--- src/rtl/clkdiv_multi.sv ---
// clkdiv_multi: multi-channel programmable clock divider / tick generator.
// Each lane owns its counter and divisor; the top only clamps and decodes
// the shared write port and fans out the shared sync strobe.

module clkdiv_lane #(
  parameter int               WIDTH   = 32,
  parameter logic [WIDTH-1:0] DIV_RST = WIDTH'(2)
) (
  input  logic             clk_in,
  input  logic             rst,
  input  logic             en,
  input  logic             sync,
  input  logic             wr_hit,
  input  logic [WIDTH-1:0] wr_val,
  output logic             clk_out,
  output logic             tick,
  output logic             pend
);
  logic [WIDTH-1:0] cnt_q, cnt_d;
  logic [WIDTH-1:0] act_q, act_d;
  logic [WIDTH-1:0] pdiv_q, pdiv_d;
  logic             pend_q, pend_d;
  logic             clk_q, clk_d;
  logic             tick_q, tick_d;
  logic [WIDTH-1:0] cnt_inc, lo_len;

  // Next-state: disabled lanes idle at cnt=0; enabled lanes sync > wrap > count.
  always_comb begin
    cnt_d   = cnt_q;
    act_d   = act_q;
    pdiv_d  = pdiv_q;
    pend_d  = pend_q;
    clk_d   = clk_q;
    tick_d  = 1'b0;
    cnt_inc = cnt_q + WIDTH'(1);
    // low phase is ceil(D/2) cycles, high phase floor(D/2)
    lo_len  = act_q - (act_q >> 1);
    if (!en) begin
      cnt_d = '0;
      clk_d = 1'b0;
      // nothing is running, so a write can take effect at once
      if (wr_hit) begin
        act_d  = wr_val;
        pend_d = 1'b0;
      end
    end else begin
      if (sync) begin
        cnt_d = '0;
        clk_d = 1'b0;
        if (pend_q) begin
          act_d  = pdiv_q;
          pend_d = 1'b0;
        end
      end else if (cnt_q >= act_q - WIDTH'(1)) begin
        // period boundary; >= also recovers from an out-of-range count
        cnt_d  = '0;
        clk_d  = 1'b0;
        tick_d = 1'b1;
        if (pend_q) begin
          act_d  = pdiv_q;
          pend_d = 1'b0;
        end
      end else begin
        cnt_d = cnt_inc;
        clk_d = (cnt_inc >= lo_len);
      end
      // applied after the boundary logic so a same-cycle write waits a period
      if (wr_hit) begin
        pdiv_d = wr_val;
        pend_d = 1'b1;
      end
    end
  end

  // Lane state registers, outputs come straight from flops.
  always_ff @(posedge clk_in or posedge rst) begin
    if (rst) begin
      cnt_q  <= '0;
      act_q  <= DIV_RST;
      pdiv_q <= '0;
      pend_q <= 1'b0;
      clk_q  <= 1'b0;
      tick_q <= 1'b0;
    end else begin
      cnt_q  <= cnt_d;
      act_q  <= act_d;
      pdiv_q <= pdiv_d;
      pend_q <= pend_d;
      clk_q  <= clk_d;
      tick_q <= tick_d;
    end
  end

  assign clk_out = clk_q;
  assign tick    = tick_q;
  assign pend    = pend_q;
endmodule

module clkdiv_multi #(
  parameter int          CH       = 4,
  parameter int          WIDTH    = 32,
  parameter int unsigned DIV_INIT = 50000000,
  localparam int         CW       = (CH > 1) ? $clog2(CH) : 1
) (
  input  logic             clk_in,
  input  logic             rst,
  input  logic             wr_en,
  input  logic [CW-1:0]    wr_ch,
  input  logic [WIDTH-1:0] wr_div,
  input  logic [CH-1:0]    en,
  input  logic             sync,
  output logic [CH-1:0]    clk_out,
  output logic [CH-1:0]    tick,
  output logic [CH-1:0]    pend
);
  localparam logic [WIDTH-1:0] DIV_RST =
    (DIV_INIT < 2) ? WIDTH'(2) : WIDTH'(DIV_INIT);

  logic [WIDTH-1:0] wr_val;
  logic [CH-1:0]    wr_hit;

  // Divisors below 2 have no meaningful waveform; force them to 2.
  assign wr_val = (wr_div < WIDTH'(2)) ? WIDTH'(2) : wr_div;

  for (genvar g = 0; g < CH; g++) begin : g_lane
    // out-of-range channel numbers match no lane and are dropped
    assign wr_hit[g] = wr_en && (32'(wr_ch) == 32'(g));

    clkdiv_lane #(
      .WIDTH   (WIDTH),
      .DIV_RST (DIV_RST)
    ) u_lane (
      .clk_in  (clk_in),
      .rst     (rst),
      .en      (en[g]),
      .sync    (sync),
      .wr_hit  (wr_hit[g]),
      .wr_val  (wr_val),
      .clk_out (clk_out[g]),
      .tick    (tick[g]),
      .pend    (pend[g])
    );
  end
endmodule

--- config.mk ---
export PLATFORM = sky130hd
export DESIGN_NAME = clkdiv_multi
export DESIGN_NICKNAME = d
export VERILOG_FILES = /design/src/rtl/clkdiv_multi.sv
export SDC_FILE = /design/constraint.sdc
export NUM_CORES = 1
export LEC_CHECK = 0
export BUFFER_PORTS_ARGS = -buffer_cell sky130_fd_sc_hd__buf_4
export CORE_ASPECT_RATIO = 1.75
export CORE_MARGIN = 3
export CORE_UTILIZATION = 59
export CTS_BUF_LIST = sky130_fd_sc_hd__clkbuf_8
export DETAILED_ROUTE_END_ITERATION = 8
export GPL_ROUTABILITY_DRIVEN = 0
export PLACE_DENSITY_LB_ADDON = 0.1
export SYNTH_ARGS = -nofsm -noshare
export SYNTH_HDL_FRONTEND = slang
export SYNTH_SLANG_ARGS = --single-unit
--- constraint.sdc ---
create_clock -name clk_in -period 21.5 [get_ports clk_in]
set_input_delay 4.3 -clock clk_in [delete_from_list [all_inputs] [get_ports clk_in]]
set_output_delay 4.3 -clock clk_in [all_outputs]
set_load 0.05 [all_outputs]
==> run metrics <==
vias per cell a little under 6; Post-CTS Setup Bufs 0; worst-path maximum fanout 46; CP Buf/Inv Count 3; CP max-delay cell buf_4; status finished, final reports clean; fin. max-slew vios 0; switching part of the total a little under half; Yosys reg bits a little under 400; CTS Buf Count 61; P&R area growth vs syn 6.53%; stages on the worst setup path 8; actual slew at the worst max-slew pin between 1000 and 1500 ps; clk root buf clkbuf_8; Post-DRT Antenna Nets 0; Switching Power between 1.5 and 2 mW; Routed WL about 84000 µm; sequential area share after synthesis between 30% and 40%; Iter 0 DRT Violations around 1.3k; CP Capture Type flip-flop; RSZ-0062 raised after global routing no; clock share of power 17.1%; Mapped Cells around 3.6k; initial core utilization 59.8%; Fin Clk Skew about 22 ps; initial antenna violation count 2; Max-cap violations 0; Max-slew headroom roughly 23%; final setup fails 0; synth warn 0; clock sink total just under 400; fin nets ~4.2k; PostCTS Resize Cnt 0; WS Path Type in2reg; row count approximately 110; Critical Path Sink g_lane[3].u_lane.act_q[0]; width of the die 185 µm; reg-to-reg slack, setup 15800 ps; Data arrival, critical path 6570 ps; Worst setup SP type input port; drt pass-1 iters 5; Finished Layout Cells roughly 4.4k; Top FF cell, synth dfrtp_1; Setup TNS 0 ps; Worst-path clk slew around 60 ps; post-route DRC violation count 0; Internal ~2.2 mW; I/O pin total 54; CP Data Required Time 22090 ps; commonest cells after routing, fill and taps aside ha_1, nand2_1, dfrtp_1; worst ir drop on vdd between 0.08 and 0.09 mV; Yosys cell types 80; clk buf depth 3; GR Util All Layers between 20% and 30%; die area slightly below 60000 µm²; most frequent cell on the critical path buf_4; total power roughly 4.0 mW; H-tree levels 2; placed cells between 4k and 5k; worst flop-to-flop path startpoint g_lane[1].u_lane.act_q[2]; Combinational Power Share 57.7%; fin crit share about 28%; Fmax achieved about 0.17 GHz; Synth Area per Inst 9.08 µm²; vias in the first global route between 20k and 30k; CTS Hold Buffers Added 0; worst setup path start en[3]; Synth Cell Area around 33000 µm²; Final Core Density a little under two thirds; core box area between 50000 and 60000 µm²; critical register-to-register path endpoint g_lane[1].u_lane.act_q[0]; Max stage delay on crit path 450 ps; first-pass GRT wire length about 140000 µm; Die H around 320 µm; port buffer count 53; Via Count around 26k; Sequential Power Share between 20% and 30%; Post-synth EDFFs 0; final HPWL from detailed placement roughly 66000 µm; Hold Vio Cnt, Final 0; CP cell instances buf_4 > nand2_1 > a211o_1 > buf_4 > nand2_1 > buf_4 > a211oi_1 > a21oi_1; layout cells sized above 1 8.69%; later-pin clock latency in the skew report around 700 ps; power per cell area around 110 nW/µm²; worst hold path type reg2reg; largest net degree at the start of global routing roughly 180; leakage 17.4 nW; CTS tree built; Worst path top cell family by delay buffers and inverters; global route total overflow 0; R2R cell count 22; average routed wire per standard cell about 19 µm; most common cell after layout, fill and taps aside ha_1; Synth Net Count between 4k and 5k; fin crit period 5970 ps; Async S/R FF share, synth 100%
-- flip-flops by register name, indices dropped and copies added (netlist names) --
name / cells
g_lane.u_lane.tick: 4
g_lane.u_lane.pdiv_q: 128
g_lane.u_lane.clk_out: 4
g_lane.u_lane.cnt_q: 128
g_lane.u_lane.pend: 4
g_lane.u_lane.act_q: 128
-- cell usage after synthesis (all sizes together) (88+ instances only) --
| library cell | instances | area share, % |
|---|---|---|
| a21o | 88 | 2.0 |
| xnor2 | 293 | 7.8 |
| mux2i | 120 | 3.6 |
| nand3 | 106 | 1.6 |
| nand2 | 394 | 4.5 |
| nor2 | 196 | 2.2 |
| dfrtp | 348 | 26 |
| inv | 256 | 2.9 |
| mux2 | 91 | 3.1 |
| ha | 528 | 20 |
| nor2b | 158 | 3.0 |
| a21oi | 194 | 2.9 |
| o21ai | 205 | 3.1 |
-- power by group through the flow --
stage          Sequential, mW  Combinational, mW  Clock, mW
6_report                 1.00               2.30      0.682
3_3_place_gp             1.01               2.19          0
3_5_place_dp             1.02               2.28          0
5_1_grt                  1.02               2.57      0.737
2_1_floorplan           0.968               1.73          0
4_1_cts                  1.00               2.29      0.702
-- through the flow --
stage                     cell area [µm²]  worst slack, ps  hold WS (ps)
final                               35300            15530           475
after floorplan                     33100             6270           446
after detailed placement            33900            14860           462
after global routing                35300            15230           491
after CTS                           35200            15610           478
after global placement              33900            14920           457
-- layout make-up --
class	count	area [µm²]
Clock buffer	78	1070
Antenna cell	2	5.00
Sequential cell	396	9970
Multi-Input combinational cell	2882	21600
Tap cell	696	871
Timing Repair Buffer	67	515
Inverter	256	968
Clock inverter	38	255
Fill cell	4811	20100
-- metal layers --
layer	global-route usage, %	vias up	share of wire [%]
met2	53.3	700	53
met3	4.66	311	4.1
met1	29.2	12400	36
met5	0	-	0
met4	16.7	0	6.7
li1	-	12700	-
-- kinds of logic after synthesis --
family,synth area share (%)
fa+ha+maj,20.2
flops,30.1
xor+xnor,9.48
mux,6.73
buf+inv,4.64
compound gates,12.6
simple gates,16.2
-- how the worst min path moves through the flow --
stage	depth (start not counted)	start	end	slack, ps
after floorplan	2	g_lane[0].u_lane.pdiv_q[12]	g_lane[0].u_lane.pdiv_q[12]	450
after global placement	2	g_lane[0].u_lane.pdiv_q[30]	g_lane[0].u_lane.pdiv_q[30]	460
after detailed placement	2	g_lane[0].u_lane.pdiv_q[14]	g_lane[0].u_lane.pdiv_q[14]	460
after CTS	2	g_lane[0].u_lane.pdiv_q[10]	g_lane[0].u_lane.pdiv_q[10]	480
after global routing	2	g_lane[0].u_lane.pdiv_q[19]	g_lane[0].u_lane.pdiv_q[19]	490
final	2	g_lane[0].u_lane.pdiv_q[19]	g_lane[0].u_lane.pdiv_q[19]	480
-- worst reg2reg max path: stages (launching register included) --
cell      delay, ps
dfrtp_1         460
inv_1           170
ha_1            210
a21boi_0        390
o211ai_1        190
a21bo_2         280
a21oi_1         310
and3_1          270
nand2_1         100
nor2_1          200
and3_1          240
nand2_1          80
xnor2_1         130
ha_1            290
nand4_1         130
nor3_1          330
nand2_1         120
and4b_1         300
nand3_1         140
nand2_1         480
buf_4           440
a211oi_1        280
a21oi_1          60
Note: power is estimated with default switching activity, not from simulation.
